### src/rtl/ex_div.sv
// ex_div: multi-cycle RV64M divide unit (DIV/DIVU/REM/REMU and W variants).
// Radix-2 restoring divider, one quotient bit per clock. Divide-by-zero and
// signed overflow finish in a single cycle without iterating.
module ex_div #(
    parameter int XLEN = 64
) (
    input  logic            clk,
    input  logic            rst,
    input  logic            start_i,
    input  logic [2:0]      op_i,
    input  logic            word_i,
    input  logic [XLEN-1:0] dividend_i,
    input  logic [XLEN-1:0] divisor_i,
    input  logic [4:0]      waddr_i,
    input  logic            flush_i,
    output logic [XLEN-1:0] result_o,
    output logic            valid_o,
    output logic [4:0]      waddr_o,
    output logic            hold_o
);

    typedef enum logic [1:0] {
        IDLE = 2'd0,
        CALC = 2'd1,
        DONE = 2'd2
    } state_t;

    // Sign-extend the low word of a value when w is set, else pass it through.
    function automatic logic [XLEN-1:0] fix_word(input logic [XLEN-1:0] v, input logic w);
        logic [XLEN-1:0] r;
        if (w) begin
            r = {{32{v[31]}}, v[31:0]};
        end else begin
            r = v;
        end
        return r;
    endfunction

    // Two's complement negation when neg is set.
    function automatic logic [XLEN-1:0] cond_neg(input logic [XLEN-1:0] v, input logic neg);
        logic [XLEN-1:0] r;
        if (neg) begin
            r = ~v + 64'd1;
        end else begin
            r = v;
        end
        return r;
    endfunction

    state_t          state_r;
    state_t          state_nxt_s;
    logic [5:0]      cnt_r;
    logic [XLEN-1:0] rem_r;        // partial remainder
    logic [XLEN-1:0] dvd_r;        // dividend bits still to consume; quotient shifts in at the bottom
    logic [XLEN-1:0] dsr_r;        // divisor magnitude
    logic            neg_q_r;
    logic            neg_r_r;
    logic            sel_rem_r;
    logic            word_r;
    logic [4:0]      waddr_cap_r;
    logic [XLEN-1:0] result_r;
    logic [4:0]      waddr_r;
    logic            valid_r;

    logic            legal_start_s;
    logic            is_signed_s;
    logic [XLEN-1:0] a_ext_s;
    logic [XLEN-1:0] b_ext_s;
    logic            a_neg_s;
    logic            b_neg_s;
    logic [XLEN-1:0] a_mag_s;
    logic [XLEN-1:0] b_mag_s;
    logic            div_zero_s;
    logic            ovf_s;
    logic            special_s;
    logic [XLEN-1:0] spec_res_s;

    logic [XLEN:0]   trial_s;
    logic            qbit_s;
    logic [XLEN-1:0] rem_nxt_s;
    logic [XLEN-1:0] dvd_nxt_s;
    logic [XLEN-1:0] calc_res_s;

    // Operand conditioning: truncate/extend W operands, take magnitudes, spot special cases.
    always_comb begin
        legal_start_s = start_i && op_i[2];
        is_signed_s   = !op_i[0];
        if (word_i) begin
            if (is_signed_s) begin
                a_ext_s = {{32{dividend_i[31]}}, dividend_i[31:0]};
                b_ext_s = {{32{divisor_i[31]}},  divisor_i[31:0]};
            end else begin
                a_ext_s = {32'd0, dividend_i[31:0]};
                b_ext_s = {32'd0, divisor_i[31:0]};
            end
        end else begin
            a_ext_s = dividend_i;
            b_ext_s = divisor_i;
        end
        a_neg_s    = is_signed_s && a_ext_s[XLEN-1];
        b_neg_s    = is_signed_s && b_ext_s[XLEN-1];
        a_mag_s    = cond_neg(a_ext_s, a_neg_s);
        b_mag_s    = cond_neg(b_ext_s, b_neg_s);
        div_zero_s = (b_ext_s == 64'd0);
        ovf_s      = is_signed_s && (b_ext_s == 64'hFFFF_FFFF_FFFF_FFFF) &&
                     (a_ext_s == (word_i ? 64'hFFFF_FFFF_8000_0000 : 64'h8000_0000_0000_0000));
        special_s  = div_zero_s || ovf_s;
        if (div_zero_s) begin
            spec_res_s = op_i[1] ? a_ext_s : 64'hFFFF_FFFF_FFFF_FFFF;
        end else begin
            spec_res_s = op_i[1] ? 64'd0 : a_ext_s;
        end
        spec_res_s = fix_word(spec_res_s, word_i);
    end

    // One restoring step plus the sign-corrected, selected result of the final step.
    always_comb begin
        trial_s    = {rem_r, dvd_r[XLEN-1]} - {1'b0, dsr_r};
        qbit_s     = !trial_s[XLEN];
        if (qbit_s) begin
            rem_nxt_s = trial_s[XLEN-1:0];
        end else begin
            rem_nxt_s = {rem_r[XLEN-2:0], dvd_r[XLEN-1]};
        end
        dvd_nxt_s  = {dvd_r[XLEN-2:0], qbit_s};
        if (sel_rem_r) begin
            calc_res_s = cond_neg(rem_nxt_s, neg_r_r);
        end else begin
            calc_res_s = cond_neg(dvd_nxt_s, neg_q_r);
        end
        calc_res_s = fix_word(calc_res_s, word_r);
    end

    // Next-state logic and the pipeline stall request.
    always_comb begin
        state_nxt_s = state_r;
        hold_o      = 1'b0;
        case (state_r)
            IDLE: begin
                if (flush_i) begin
                    state_nxt_s = IDLE;
                end else if (legal_start_s) begin
                    hold_o      = 1'b1;
                    state_nxt_s = special_s ? DONE : CALC;
                end else begin
                    state_nxt_s = IDLE;
                end
            end
            CALC: begin
                hold_o = 1'b1;
                if (flush_i) begin
                    state_nxt_s = IDLE;
                end else if (cnt_r == 6'd0) begin
                    state_nxt_s = DONE;
                end else begin
                    state_nxt_s = CALC;
                end
            end
            DONE: begin
                state_nxt_s = IDLE;
            end
            default: begin
                state_nxt_s = IDLE;
            end
        endcase
    end

    // State register.
    always_ff @(posedge clk) begin
        if (rst) begin
            state_r <= IDLE;
        end else begin
            state_r <= state_nxt_s;
        end
    end

    // Operation capture, iteration datapath and registered outputs.
    always_ff @(posedge clk) begin
        if (rst) begin
            cnt_r       <= 6'd0;
            rem_r       <= 64'd0;
            dvd_r       <= 64'd0;
            dsr_r       <= 64'd0;
            neg_q_r     <= 1'b0;
            neg_r_r     <= 1'b0;
            sel_rem_r   <= 1'b0;
            word_r      <= 1'b0;
            waddr_cap_r <= 5'd0;
            result_r    <= 64'd0;
            waddr_r     <= 5'd0;
            valid_r     <= 1'b0;
        end else begin
            valid_r <= 1'b0;
            case (state_r)
                IDLE: begin
                    if (legal_start_s && !flush_i) begin
                        sel_rem_r   <= op_i[1];
                        word_r      <= word_i;
                        waddr_cap_r <= waddr_i;
                        neg_q_r     <= a_neg_s ^ b_neg_s;
                        neg_r_r     <= a_neg_s;
                        dsr_r       <= b_mag_s;
                        rem_r       <= 64'd0;
                        // W ops left-align the 32-bit magnitude so the MSB is consumed first.
                        dvd_r       <= word_i ? {a_mag_s[31:0], 32'd0} : a_mag_s;
                        cnt_r       <= word_i ? 6'd31 : 6'd63;
                        if (special_s) begin
                            result_r <= spec_res_s;
                            waddr_r  <= waddr_i;
                            valid_r  <= 1'b1;
                        end
                    end
                end
                CALC: begin
                    if (!flush_i) begin
                        rem_r <= rem_nxt_s;
                        dvd_r <= dvd_nxt_s;
                        if (cnt_r == 6'd0) begin
                            result_r <= calc_res_s;
                            waddr_r  <= waddr_cap_r;
                            valid_r  <= 1'b1;
                        end else begin
                            cnt_r <= cnt_r - 6'd1;
                        end
                    end
                end
                DONE: begin
                    valid_r <= 1'b0;
                end
                default: begin
                    valid_r <= 1'b0;
                end
            endcase
        end
    end

    assign result_o = result_r;
    assign waddr_o  = waddr_r;
    assign valid_o  = valid_r;

endmodule

### config.mk
export PLATFORM = sky130hd
export DESIGN_NAME = ex_div
export DESIGN_NICKNAME = d
export VERILOG_FILES = /design/src/rtl/ex_div.sv
export SDC_FILE = /design/constraint.sdc
export NUM_CORES = 1
export LEC_CHECK = 0
export CAP_MARGIN = 40
export CORE_MARGIN = 4
export CORE_UTILIZATION = 45
export CTS_BUF_LIST = sky130_fd_sc_hd__clkbuf_4
export DETAILED_ROUTE_END_ITERATION = 7
export PLACE_DENSITY_LB_ADDON = 0.2
export SYNTH_ARGS = -nofsm -noshare
export SYNTH_HDL_FRONTEND = slang
export SYNTH_SLANG_ARGS = --single-unit
### constraint.sdc
create_clock -name clk -period 14.74 [get_ports clk]
set_input_delay 2.948 -clock clk [delete_from_list [all_inputs] [get_ports clk]]
set_output_delay 2.948 -clock clk [all_outputs]
set_load 0.005 [all_outputs]
==> metrics.txt <==
status finished clean; peak supply drop 0.0566 mV; 1st-iter DRT viols 4168; TritonCTS clock tree built; Fin. Hold Viols 0; top_reg_cell synth dfxtp_1; syn_nets 3941; postcts setup bufs 0; number of distinct library cells after synthesis 107; CTS H-tree lvls 3; core box area 56400 um2; XOR/XNOR Fraction of Synth Area 8.83%; DR vias/cell 6.45; Worst Skew 0.104 ns; Routed WL 110000 um; drc violations 0; routed wire length per instance 23.9 um; Overflow after GRT 0; via count 29800; share of cells above drive strength 1 6.85%; placer congestion estimate 1.01; clk sinks 279; FMAX 128 MHz; Root Buffer Master clkbuf_4; Worst-path clk slew 0.06 ns; # hold bufs at CTS 0; Final Max Slew Viols 0; maximum root-to-sink buffer count 3; row count 87; Worst EP required 15.43 ns; Die ar. 60800 um2; nets 4013; worst skew pair latency 0.87 ns; Worst EP arrival 8.53 ns; initial antenna violation count 6; critical path peak fanout 28; sequential-to-total area share from yosys stat 21.8%; Slew HR 38.5%; Yosys reg bits 279; share of the synthesized area in the top cell type 21.8%; Initial Util 45.4%; hpwl dp 84400 um; async set-reset flop share out of synthesis 0%; vias in the first global route 26600; Global Route Usage Sum 34.8%; EDFF count, synth 0; Ys Warns 0; main combinational cell family by area after synthesis compound AO/OA/AOI/OAI gates; Setup Viol. Count Final 0; Startpoint Class flip-flop; TritonRoute pass-1 iters 8; max_cap viols 0; Die W 247 um; Num CTS Buffers 83; top cells by area, synth dfxtp_1, nor2_1, a21oi_1, nand2_1, xnor2_1; setup TNS 0 ns; Die Ht 247 um; Hold WC Path Type flip-flop to flip-flop; IO buf count 211; Tightest Pin Transition 0.915 ns; Synth Area in Adders 3.97%; syn_area_per_cell 6.86 um2; multiplexer area fraction after synthesis 2.52%; Leak 10.6 nW; leading area contributor after synthesis dfxtp_1; largest net degree at the start of global routing 111; Tot Pwr 0.00234 W; synthesized area 25600 um2; Synth Area in Compound Gates 30.7%; kind of critical path flip-flop to flip-flop; Period minus WS final 7.84 ns; Antenna Violating Nets Remaining 0; RSZ-0062 raised after global routing no; Final period util 53.2%; P&R area growth vs syn 14.1%; CP endpoint kind flip-flop; post-synthesis simple-gate area fraction 26.0%; CTS resizes 0; Boundary Pins 212; first-pass GRT wire length 165000 um; Power Dens Cells 80.0 nW/um2; Post-Syn Instances 3729
path summary, 6_finish.rpt:
check	startpoint	end	slack (ns)	cells past startpoint
min	result_o[37]	result_o[37]	0.44	2
max	dvd_r[63]	result_o[52]	6.90	25
min reg2reg	result_o[37]	result_o[37]	0.44	2
max reg2reg	dvd_r[63]	result_o[52]	6.90	25
cells in the final DEF, fill, tap and decap left out, drive strengths merged, types with 25 or more instances in the layout:
cell             n
nor3           121
nand3           94
ha              70
clkbuf         121
nor4            45
nand2          409
nor2           481
a21oi          328
buf             47
nand4           62
or3             45
o211ai          79
o31ai           53
clkdlybuf4s50  209
a211oi          95
xor2           111
a31oi          119
o41ai           25
or4             32
dfxtp          279
inv            129
xnor2          147
a311oi          29
o21ai          280
mux2i           54
nand2b          37
power by group:
group          internal [W]  switching, W
registers          0.000773     0.0000218
logic              0.000253      0.000509
clock network      0.000393      0.000386
total               0.00142      0.000917
cell usage after synthesis, types with 13 or more instances:
library cell / instances
nor4_1: 43
a32o_1: 16
mux2i_1: 54
or4_1: 28
a21o_1: 24
nor2_1: 479
o31ai_1: 51
nand2b_1: 36
ha_1: 70
clkbuf_1: 217
inv_1: 125
a21boi_0: 13
a21oi_1: 327
and3_1: 13
o211ai_1: 79
and2_1: 13
or3_1: 43
xor2_1: 111
buf_1: 13
nand2_1: 409
a31oi_1: 119
xnor2_1: 147
or2_2: 20
nor3_1: 119
o221ai_1: 14
a311oi_1: 28
nand3_1: 93
o21a_1: 16
o21ai_1: 25
nand4_1: 62
o41ai_1: 22
a221oi_1: 16
a211oi_1: 92
buf_2: 36
o21ai_0: 255
dfxtp_1: 279
through the flow:
stage	hold WS (ns)	instances	utilization (%)	instance area (um2)	worst slack [ns]
6_report	0.438	4624	51.8	29200	6.90
5_1_grt	0.461	4624	51.8	29200	6.40
4_1_cts	0.442	4622	51.8	29200	7.06
3_5_place_dp	0.433	4472	49.9	28100	6.38
3_3_place_gp	0.429	4457	49.5	27900	6.27
2_1_floorplan	0.432	3729	-	25600	8.31
routing by layer:
layer / track usage (%) / share of wire, %
met5: 0 / 0.012
met4: 10.7 / 3.5
met3: 9.28 / 12
met2: 51.5 / 43
met1: 49.2 / 42
worst max-delay path, stage by stage, from the launching register on:
cell and delay (ns):
dfxtp_1 0.42, inv_1 0.08, ha_1 0.24, fa_1 0.41, nand2b_1 0.19, a211oi_2 0.46
o2111ai_2 0.37, a211o_1 0.40, o31ai_2 0.16, o21a_1 0.18, buf_4 0.29, nor2_4 0.07
inv_2 0.41, nor2_1 0.08, a21oi_1 0.32, ha_1 0.30, nand3_1 0.15, or4b_1 0.57
nor3_1 0.72, a31o_2 0.29, and4_1 0.39, nand2_1 0.19, o21ai_0 0.24, xor2_1 0.12
a221oi_1 0.45, o21ai_0 0.13
cells by family after synthesis:
group | Yosys count
simple gates | 1427
compound gates | 1218
buf+inv | 401
flops | 279
xor+xnor | 258
fa+ha+maj | 83
mux | 63
area by class of cell:
type | instances | area [um2]
well taps | 756 | 946
clock inverters | 30 | 165
flip-flops and latches | 279 | 5590
repair buffers | 259 | 2580
clock buffers | 120 | 901
diodes | 2 | 5.00
inverters | 129 | 484
fillers | 5858 | 27200
multi-input cells | 3049 | 18500
flip-flops by register name, indices dropped and copies added (netlist names):
signal	cells
sel_rem_r	1
state_r	2
dvd_r	64
neg_q_r	1
word_r	1
cnt_r	6
result_o	64
valid_o	1
dsr_r	64
waddr_o	5
waddr_cap_r	5
neg_r_r	1
rem_r	64
Power figures use the tool's default switching activity.
